[src/rtl/cpu_types_pkg.sv]
// Shared CPU type package: instruction-cache state encoding, default cache
// geometry and a helper sizing way-select fields.
package cpu_types_pkg;

  typedef enum logic {IC_IDLE, IC_FILL} icache_state_t;

  localparam int unsigned ICACHE_WAYS  = 2;
  localparam int unsigned ICACHE_IDX_W = 4;
  localparam int unsigned ICACHE_BLK_W = 1;

  // Width of a way-select field; a direct-mapped cache still carries one bit.
  function automatic int unsigned way_bits(input int unsigned ways);
    return (ways > 1) ? $clog2(ways) : 1;
  endfunction

endpackage

[src/rtl/icache_nway_victim_sel.sv]
// icache_victim_sel: per-set replacement state and victim choice.
// Ports:
//   i_clk, i_rst_n      clock, async active-low reset
//   i_idx, i_valid      lookup set and its per-way valid bits
//   i_upd_en            update replacement state this cycle
//   i_upd_fill          update is a fill completion (else a hit)
//   i_upd_idx/i_upd_way set and way being touched
//   o_victim_c          lowest invalid way, else LRU (2-way) / pointer (4-way)
module icache_victim_sel
  import cpu_types_pkg::*;
#(
  parameter int unsigned WAYS  = ICACHE_WAYS,
  parameter int unsigned IDX_W = ICACHE_IDX_W,
  parameter int unsigned WAY_W = way_bits(WAYS)
) (
  input  logic             i_clk,
  input  logic             i_rst_n,
  input  logic [IDX_W-1:0] i_idx,
  input  logic [WAYS-1:0]  i_valid,
  input  logic             i_upd_en,
  input  logic             i_upd_fill,
  input  logic [IDX_W-1:0] i_upd_idx,
  input  logic [WAY_W-1:0] i_upd_way,
  output logic [WAY_W-1:0] o_victim_c
);

  localparam int unsigned SETS = 1 << IDX_W;

  logic [WAY_W-1:0] w_repl_way;

  generate
    if (WAYS == 2) begin : g_lru
      // r_lru[set] names the least-recently-used way
      logic [SETS-1:0] r_lru;
      logic            w_unused;
      assign w_unused = i_upd_fill;
      always_ff @(posedge i_clk or negedge i_rst_n) begin
        if (!i_rst_n)      r_lru <= '0;
        else if (i_upd_en) r_lru[i_upd_idx] <= ~i_upd_way[0];
      end
      assign w_repl_way = WAY_W'(r_lru[i_idx]);
    end else if (WAYS == 4) begin : g_rr
      // round-robin pointer advances only when a line is filled
      logic [SETS-1:0][1:0] r_ptr;
      logic                 w_unused;
      assign w_unused = ^i_upd_way;
      always_ff @(posedge i_clk or negedge i_rst_n) begin
        if (!i_rst_n)                    r_ptr <= '0;
        else if (i_upd_en && i_upd_fill) r_ptr[i_upd_idx] <= r_ptr[i_upd_idx] + 2'd1;
      end
      assign w_repl_way = WAY_W'(r_ptr[i_idx]);
    end else begin : g_dm
      logic w_unused;
      assign w_unused   = ^{i_clk, i_rst_n, i_upd_en, i_upd_fill, i_upd_idx, i_upd_way};
      assign w_repl_way = '0;
    end
  endgenerate

  // Invalid ways are always preferred; scan high to low so the lowest wins.
  always_comb begin
    o_victim_c = w_repl_way;
    for (int w = WAYS - 1; w >= 0; w--) begin
      if (!i_valid[w]) o_victim_c = WAY_W'(w);
    end
  end

endmodule

[src/rtl/icache_nway.sv]
// icache_nway: N-way set-associative instruction cache with multi-word blocks.
// Hits return combinationally in IC_IDLE; misses run a sequential block fill.
// Ports:
//   CLK, nRST                      clock, async active-low reset
//   imemREN, imemaddr              datapath fetch request / byte address
//   ihit, imemload                 hit flag and instruction word (same cycle)
//   iflush                         invalidate all lines (pended during a fill)
//   iREN, iaddr, iwait, iload      memory-controller instruction port
//   hit_count, miss_count          saturating statistics, only when
//                                  ICACHE_STATS_EN is defined
module icache_nway
  import cpu_types_pkg::*;
#(
  parameter int unsigned WAYS  = ICACHE_WAYS,
  parameter int unsigned IDX_W = ICACHE_IDX_W,
  parameter int unsigned BLK_W = ICACHE_BLK_W
) (
  input  logic        CLK,
  input  logic        nRST,
  input  logic        imemREN,
  input  logic [31:0] imemaddr,
  output logic        ihit,
  output logic [31:0] imemload,
  input  logic        iflush,
  output logic        iREN,
  output logic [31:0] iaddr,
  input  logic        iwait,
  input  logic [31:0] iload
`ifdef ICACHE_STATS_EN
  , output logic [31:0] hit_count
  , output logic [31:0] miss_count
`endif
);

  localparam int unsigned TAG_W = 32 - IDX_W - BLK_W - 2;
  localparam int unsigned SETS  = 1 << IDX_W;
  localparam int unsigned WORDS = 1 << BLK_W;
  localparam int unsigned CNT_W = (BLK_W == 0) ? 1 : BLK_W;
  localparam int unsigned WAY_W = way_bits(WAYS);

  icache_state_t r_state;
  logic [SETS-1:0][WAYS-1:0] r_valid;
  logic [TAG_W-1:0] r_tag  [WAYS][SETS];
  logic [31:0]      r_data [WAYS][SETS][WORDS];
  logic [TAG_W-1:0] r_ltag;
  logic [IDX_W-1:0] r_lidx;
  logic [WAY_W-1:0] r_victim;
  logic [CNT_W-1:0] r_cnt;
  logic             r_flush_pend;

  logic [TAG_W-1:0] w_tag;
  logic [IDX_W-1:0] w_idx;
  logic [CNT_W-1:0] w_blk;
  logic             w_hit_any;
  logic [WAY_W-1:0] w_hit_way;
  logic [31:0]      w_hit_word;
  logic [WAY_W-1:0] w_victim;
  logic             w_miss;
  logic             w_last;
  logic             w_fill_done;

  // Address fields; byte offset is ignored.
  assign w_tag = TAG_W'(imemaddr >> (IDX_W + BLK_W + 2));
  assign w_idx = IDX_W'(imemaddr >> (BLK_W + 2));
  assign w_blk = (BLK_W == 0) ? '0 : CNT_W'(imemaddr >> 2);

  // Tag compare across all ways of the addressed set.
  always_comb begin
    w_hit_any  = 1'b0;
    w_hit_way  = '0;
    w_hit_word = '0;
    for (int w = 0; w < WAYS; w++) begin
      if (r_valid[w_idx][w] && (r_tag[w][w_idx] == w_tag)) begin
        w_hit_any  = 1'b1;
        w_hit_way  = WAY_W'(w);
        w_hit_word = r_data[w][w_idx][w_blk];
      end
    end
  end

  // A flush cycle never reports a hit, even if the line matches.
  assign ihit        = (r_state == IC_IDLE) && imemREN && w_hit_any && !iflush;
  assign imemload    = ihit ? w_hit_word : 32'd0;
  assign w_miss      = (r_state == IC_IDLE) && imemREN && !w_hit_any && !iflush;
  assign w_last      = (r_cnt == CNT_W'(WORDS - 1));
  assign w_fill_done = (r_state == IC_FILL) && !iwait && w_last;

  assign iREN  = (r_state == IC_FILL);
  assign iaddr = (r_state != IC_FILL) ? 32'd0 :
                 ((32'(r_ltag) << (IDX_W + BLK_W + 2)) |
                  (32'(r_lidx) << (BLK_W + 2)) |
                  ((BLK_W == 0) ? 32'd0 : (32'(r_cnt) << 2)));

  icache_victim_sel #(
    .WAYS  (WAYS),
    .IDX_W (IDX_W),
    .WAY_W (WAY_W)
  ) u_victim_sel (
    .i_clk      (CLK),
    .i_rst_n    (nRST),
    .i_idx      (w_idx),
    .i_valid    (r_valid[w_idx]),
    .i_upd_en   (ihit || w_fill_done),
    .i_upd_fill (w_fill_done),
    .i_upd_idx  (w_fill_done ? r_lidx : w_idx),
    .i_upd_way  (w_fill_done ? r_victim : w_hit_way),
    .o_victim_c (w_victim)
  );

  // Control state: IDLE lookup / miss capture, FILL word sequencing.
  always_ff @(posedge CLK or negedge nRST) begin
    if (!nRST) begin
      r_state      <= IC_IDLE;
      r_valid      <= '0;
      r_ltag       <= '0;
      r_lidx       <= '0;
      r_victim     <= '0;
      r_cnt        <= '0;
      r_flush_pend <= 1'b0;
    end else begin
      case (r_state)
        IC_IDLE: begin
          if (iflush) begin
            r_valid <= '0;
          end else if (w_miss) begin
            r_ltag   <= w_tag;
            r_lidx   <= w_idx;
            r_victim <= w_victim;
            r_cnt    <= '0;
            r_state  <= IC_FILL;
          end
        end
        IC_FILL: begin
          if (iflush) r_flush_pend <= 1'b1;
          if (!iwait) begin
            r_cnt <= r_cnt + CNT_W'(1);
            if (w_last) begin
              r_state <= IC_IDLE;
              // a flush seen during the fill also kills the new line
              if (r_flush_pend || iflush) begin
                r_valid      <= '0;
                r_flush_pend <= 1'b0;
              end else begin
                r_valid[r_lidx][r_victim] <= 1'b1;
              end
            end
          end
        end
        default: r_state <= IC_IDLE;
      endcase
    end
  end

  // Data and tag arrays need no reset; validity is tracked separately.
  always_ff @(posedge CLK) begin
    if ((r_state == IC_FILL) && !iwait) begin
      r_data[r_victim][r_lidx][r_cnt] <= iload;
      if (w_last) r_tag[r_victim][r_lidx] <= r_ltag;
    end
  end

`ifdef ICACHE_STATS_EN
  logic [31:0] r_hit_cnt;
  logic [31:0] r_miss_cnt;

  // Saturating counters; survive flushes, cleared only by reset.
  always_ff @(posedge CLK or negedge nRST) begin
    if (!nRST) begin
      r_hit_cnt  <= '0;
      r_miss_cnt <= '0;
    end else begin
      if (ihit && (r_hit_cnt != 32'hFFFF_FFFF))    r_hit_cnt  <= r_hit_cnt + 32'd1;
      if (w_miss && (r_miss_cnt != 32'hFFFF_FFFF)) r_miss_cnt <= r_miss_cnt + 32'd1;
    end
  end

  assign hit_count  = r_hit_cnt;
  assign miss_count = r_miss_cnt;
`endif

endmodule

[config.mk]
export PLATFORM = sky130hd
export DESIGN_NAME = icache_nway
export DESIGN_NICKNAME = d
export VERILOG_FILES = /design/src/rtl/cpu_types_pkg.sv /design/src/rtl/icache_nway_victim_sel.sv /design/src/rtl/icache_nway.sv
export SDC_FILE = /design/constraint.sdc
export NUM_CORES = 2
export LEC_CHECK = 0
export CAP_MARGIN = 15
export CORE_MARGIN = 2
export CORE_UTILIZATION = 40
export CTS_BUF_LIST = sky130_fd_sc_hd__clkbuf_8 sky130_fd_sc_hd__clkbuf_16
export DETAILED_ROUTE_END_ITERATION = 10
export PLACE_DENSITY = 0.62
export SLEW_MARGIN = 15
export SYNTH_ARGS = -nofsm -noshare
export SYNTH_HDL_FRONTEND = slang
export SYNTH_SLANG_ARGS = --single-unit
[constraint.sdc]
create_clock -name CLK -period 8.45 [get_ports CLK]
set_input_delay 2.1125 -clock CLK [delete_from_list [all_inputs] [get_ports CLK]]
set_output_delay 2.1125 -clock CLK [all_outputs]
set_load 0.005 [all_outputs]
* Word level (Yosys, flattened, before mapping) *
Memory sizes are Yosys's and may differ from the RTL's.
Index checks and enable logic that the tools add are counted.

operators by class
  add/subtract/negate cells = 1
  order comparisons = 13
  eq/ne operators = 7
  multiplexer cells = 69
  bitwise logic cells = 10
  reductions and logical operators = 22

operators by type and width
  kind                  number
  $mux W1024            1
  $bmux W64 S4          2
  $mux W32              15
  $mux W400             1
  $mux W64              5
  $demux W64 S4         1
  $bmux W25 S4          2
  $mux W25              5
  $demux W25 S4         1
  $pmux W32 S2          1
  $eq A25 B25 Y1        2
  $demux W32 S1         1
  $or A32 B3 Y32        1
  $or A32 B32 Y32       1
  $or A32 B7 Y32        1
  $mux W1               23
  $bwmux W16            1
  $lt A4 B5 Y1 const B  3
  $logic_and A1 B1 Y1   14
  $ge A5 B5 Y1 const B  2
  $not A4 Y5            2
  $reduce_and A3 Y1     3
  $bmux W2 S4           1
  $demux W2 S4          1
  19 further kinds      32

word-level totals
  register bits after elaboration = 81
  memory bits (writable) = 2848
  input port bits = 69
  output and inout bits = 66
  logic and storage cells = 147
  memories kept = 2

memories
  name    words  width  read ports  clocked after memory_dff  wr ports  RTL line           source
  r_data  2      1024   2           0                         1         icache_nway.sv:44  logic [31:0] r_data [WAYS][SETS][WORDS];
  r_tag   2      400    2           0                         1         icache_nway.sv:43  logic [TAG_W-1:0] r_tag [WAYS][SETS];

* Depth between registers and ports, before layout *
  depth in word-level cells = 14
  depth in mapped cells = 17
  depth with buffers taken out = 9

* Cells and area by module *
From an unflattened synthesis, not the netlist that was laid out.

unflattened totals
  cells, all modules = 5002
  area, all modules = 113467.6 um^2

modules (own cells, without submodules)
  module             times used  cells an instance  area an instance (um^2)  sequential area each (um^2)
  icache_nway        1           4924               112638.0                 87148.6
  icache_victim_sel  1           78                 829.5                    400.4

* Worst setup path after synthesis *
Ideal clock, no wire load.

  path kind = in2out
  start = input imemaddr[3]
  end = output imemload[12]
  arrival time = 5198 ps
  setup slack = 1139 ps
  cell stages on the path = 12
  buffers on the path = 8
  path through = buf_6 > buf_6 > buf_6 > buf_6 > buf_6 > buf_6 > buf_2 > buf_1 > mux4_2 > mux4_2 > a211o_1 > o211a_1

on the way
  cells in the longest elaborated chain, start to end = 11
  elaborated cells between the ends (all ways) = 32

ends and longest elaborated chain
  what                                          RTL line                              source
  start, declared                               icache_nway.sv:21                     input logic [31:0] imemaddr,
  $not A4 Y5 (not written as such)              icache_nway.sv:73, icache_nway.sv:76
  $bmux W25 S4                                  icache_nway.sv:73                     if (r_valid[w_idx][w] && (r_tag[w][w_idx] == w_tag)) begin
  $mux W25 (not written as such) (2 in series)  icache_nway.sv:73
  $eq A25 B25 Y1                                icache_nway.sv:73
  $logic_and A1 B1 Y1                           icache_nway.sv:73
  $mux W1 (2 in series)                         icache_nway.sv:73
  $logic_and A1 B1 Y1 (2 in series)             icache_nway.sv:82                     assign ihit = (r_state == IC_IDLE) && imemREN && w_hit_any && !iflush;
  $mux W32 *                                    icache_nway.sv:83                     assign imemload = ihit ? w_hit_word : 32'd0;
  end, declared                                 icache_nway.sv:23                     output logic [31:0] imemload,

Mark *: on every way between the ends. The rest lies on a longest branch, timed or not. The select of a mux whose other input is x is not followed.

* Worst setup path after layout *
  start = input imemaddr[4]
  end = output imemload[14]

The elaborated chain is that of the path after synthesis.

==> run summary <==
status -> finished clean
Syn-to-layout area delta -> 15.0%
Power Density -> 248 mW/mm^2
Clk Tree Root Cell -> clkbuf_16
max cap viols -> 0
CORE AREA -> 0.285 sq mm
critical-path cell list -> buf_8 -> buf_12 -> mux4_2 -> mux4_2 -> xnor2_2 -> nand4_1 -> nor3_4 -> and3_4 -> buf_12 -> buf_12 -> mux2_1 -> o211a_1 -> clkdlybuf4s50_1
crit share post-route -> 0.988
# IOs -> 135
Worst Path Max Fanout -> 21
syn avg cell area -> 22.8 sq um
DR vias/cell -> 5.84
DRC Markers -> 0
CP most frequent cell -> buf_12
share of cells above drive strength 1 -> 0.300
Fin Clk Skew -> 0.0454 ns
largest net degree at the start of global routing -> 120
cells after synthesis -> 5024
Worst Hold Class -> flip-flop to flip-flop
final net count -> 5533
Initial Utilization -> 0.402
TritonCTS Buffers -> 299
Yosys warning count -> 0
global-route wire length before repair -> 417000 microns
total power -> 32700 uW
crit-path leading delay family -> multiplexers
final WL -> 295000 microns
Final min period -> 8.35 ns
critical path class -> primary input to output port
WP data required -> 6.34 ns
clk sink count -> 2929
CP Capture Type -> output port
chip height -> 539 microns
vias -> 55.3k
fmax -> 0.120 GHz
setup TNS -> 0 ns
Unique masters post-synth -> 88
Skew-Pair Late Insertion Delay -> 0.86 ns
final hold vios -> 0
Async SR Flop Fraction -> 0.0277
hold slack -> 0.487 ns
area of the mapped netlist -> 0.115 sq mm
Yosys reg bits -> 2929
I/O Buffers -> 130
EDFF count, synth -> 2848
Final Wtd Congestion -> 0.827
Slowest-stage cell, CP -> mux4_2
number of placement rows -> 196
Max stage delay on crit path -> 0.55 ns
H-tree depth -> 5
antenna violations before repair -> 30
hpwl dp -> 169000 microns
LEAKAGE -> 0.0419 uW
Final Core Density -> 0.462
Worst Max-Slew Pin Slew -> 1.22 ns
main flop type after synthesis -> edfxtp_1
Crit path buffers/inverters -> 5
TritonCTS clock tree -> built
number of global-route vias before repair -> 55.6k
total grt overflow -> 0
Final ANT Viol Nets -> 0
register area share after synthesis -> 0.764
commonest non-fill, non-tap cells in the layout -> edfxtp_1 (2848), mux4_2 (821), clkbuf_16 (312)
register clock-pin slew on the reported worst setup and hold paths -> 0.06 ns
worst-case clock buffer depth -> 4
worst path arrival time -> 6.24 ns
WL/cell -> 31.2 microns
Initial DRC Count -> 6826
Die Area -> 0.291 sq mm
CP Launch Type -> primary input
commonest non-fill, non-tap cell in the layout -> edfxtp_1
Worst VDD drop -> 0.194 mV
fin. max-slew vios -> 0
Die X -> 539 microns
GRT Util Overall -> 0.200
final setup fails -> 0
DR pass1 iterations -> 5
worst relative slew slack -> 0.182
==> worst paths after layout <==
check / slack (ns) / cells past startpoint / end / startpoint
worst max-delay path: 0.1 / 13 / imemload[14] / imemaddr[4]
worst min-delay path: 0.49 / 2 / r_valid[3]$_DFFE_PN0P_ / r_valid[3]$_DFFE_PN0P_
worst max register to register: 4.20 / 5 / r_data[0][587]$_DFFE_PP_ / iREN$_DFF_PN0_
worst min register to register: 0.49 / 2 / r_valid[3]$_DFFE_PN0P_ / r_valid[3]$_DFFE_PN0P_
max in group asynchronous: 5.97 / 2 / iREN$_DFF_PN0_ / nRST
min in group asynchronous: 1.11 / 1 / r_ltag[10]$_DFFE_PN0P_ / nRST
==> state kept, by name (all words and copies together), names as in the netlist <==
signal	cells
r_victim	1
r_data	2048
r_lidx	4
iREN	1
r_valid	32
r_cnt	1
r_flush_pend	1
u_victim_sel.g_lru.r_lru	16
r_tag	800
r_ltag	25
==> synthesized netlist by cell type (5+ instances only) <==
| master | instances | share of area |
|---|---|---|
| nand2b_1 | 18 | 0.00098 |
| edfxtp_1 | 2848 | 0.75 |
| mux4_1 | 11 | 0.0025 |
| buf_6 | 32 | 0.0031 |
| nor3_1 | 20 | 0.00087 |
| mux2_2 | 16 | 0.0016 |
| nand4_1 | 11 | 0.00060 |
| a31oi_1 | 38 | 0.0021 |
| o221ai_1 | 5 | 0.00038 |
| a221oi_1 | 6 | 0.00046 |
| nand2_1 | 49 | 0.0016 |
| buf_4 | 30 | 0.0020 |
| buf_2 | 78 | 0.0034 |
| buf_1 | 27 | 0.00088 |
| and2_1 | 36 | 0.0020 |
| and3_1 | 9 | 0.00049 |
| nand3_1 | 22 | 0.00096 |
| o22ai_1 | 8 | 0.00044 |
| a22oi_1 | 27 | 0.0018 |
| mux2_1 | 55 | 0.0054 |
| a22o_1 | 5 | 0.00038 |
| mux2i_1 | 110 | 0.0096 |
| o211a_1 | 32 | 0.0028 |
| nor2b_1 | 11 | 0.00060 |
| xnor2_1 | 42 | 0.0032 |
| mux4_2 | 821 | 0.16 |
| nor2_1 | 187 | 0.0061 |
| or2_2 | 5 | 0.00027 |
| o21ai_0 | 10 | 0.00044 |
| clkbuf_1 | 108 | 0.0035 |
| a211oi_1 | 37 | 0.0024 |
| a211o_1 | 36 | 0.0028 |
| a21oi_1 | 47 | 0.0021 |
| inv_1 | 57 | 0.0019 |
| dfrtp_1 | 81 | 0.018 |
==> worst min-delay path, delay by kind of cell, from the launching register on <==
kind	cells	cell delay [ns]
compound gates	1	0.04
flops	1	0.33
simple gates	1	0.07
==> logic make-up after synthesis <==
family	count (synthesis)	synth area share
mux	1013	0.180
compound gates	297	0.0194
flops	2929	0.764
xor+xnor	44	0.00336
other cells	1	0.0000327
buf+inv	340	0.0158
simple gates	400	0.0174
==> area by class of cell <==
cell class,count,area [sq um]
Antenna cell,11,27.5
Clock buffer,316,7840
Clock inverter,210,1290
Fill cell,23300,153000
Inverter,58,220
Multi-Input combinational cell,1756,26100
Sequential cell,2929,87600
Tap cell,3762,4710
Timing Repair Buffer,420,4070
==> through the flow <==
stage | setup slack [ns] | instances | cell area (sq um)
floorplan | 1.14 | 5025 | 115000
global placement | -0.0708 | 8919 | 122000
detailed placement | -0.133 | 8919 | 122000
CTS | 0.0104 | 9446 | 132000
global route | -0.0278 | 9457 | 132000
finish | 0.0993 | 9462 | 132000
==> layer usage <==
metal	GRT usage	wire length, microns	up-vias
li1	-	-	22300
met1	0.275	119000	30100
met2	0.329	146000	2443
met3	0.0372	23000	442
met4	0.0515	7560	14
met5	0	231	-
==> timing repair <==
item	4_1_cts	5_1_grt
gates resized for setup	2	14
hold buffers	0	0
setup buffers	1	0
setup endpoints to repair	27	32
pin swaps	1	2
cloned	0	2
==> power breakdown <==
group          switching, uW  internal (uW)
combinational           1860            982
clock                   5410           7070
sequential               468          16900
(Power assumes the default switching activity.)
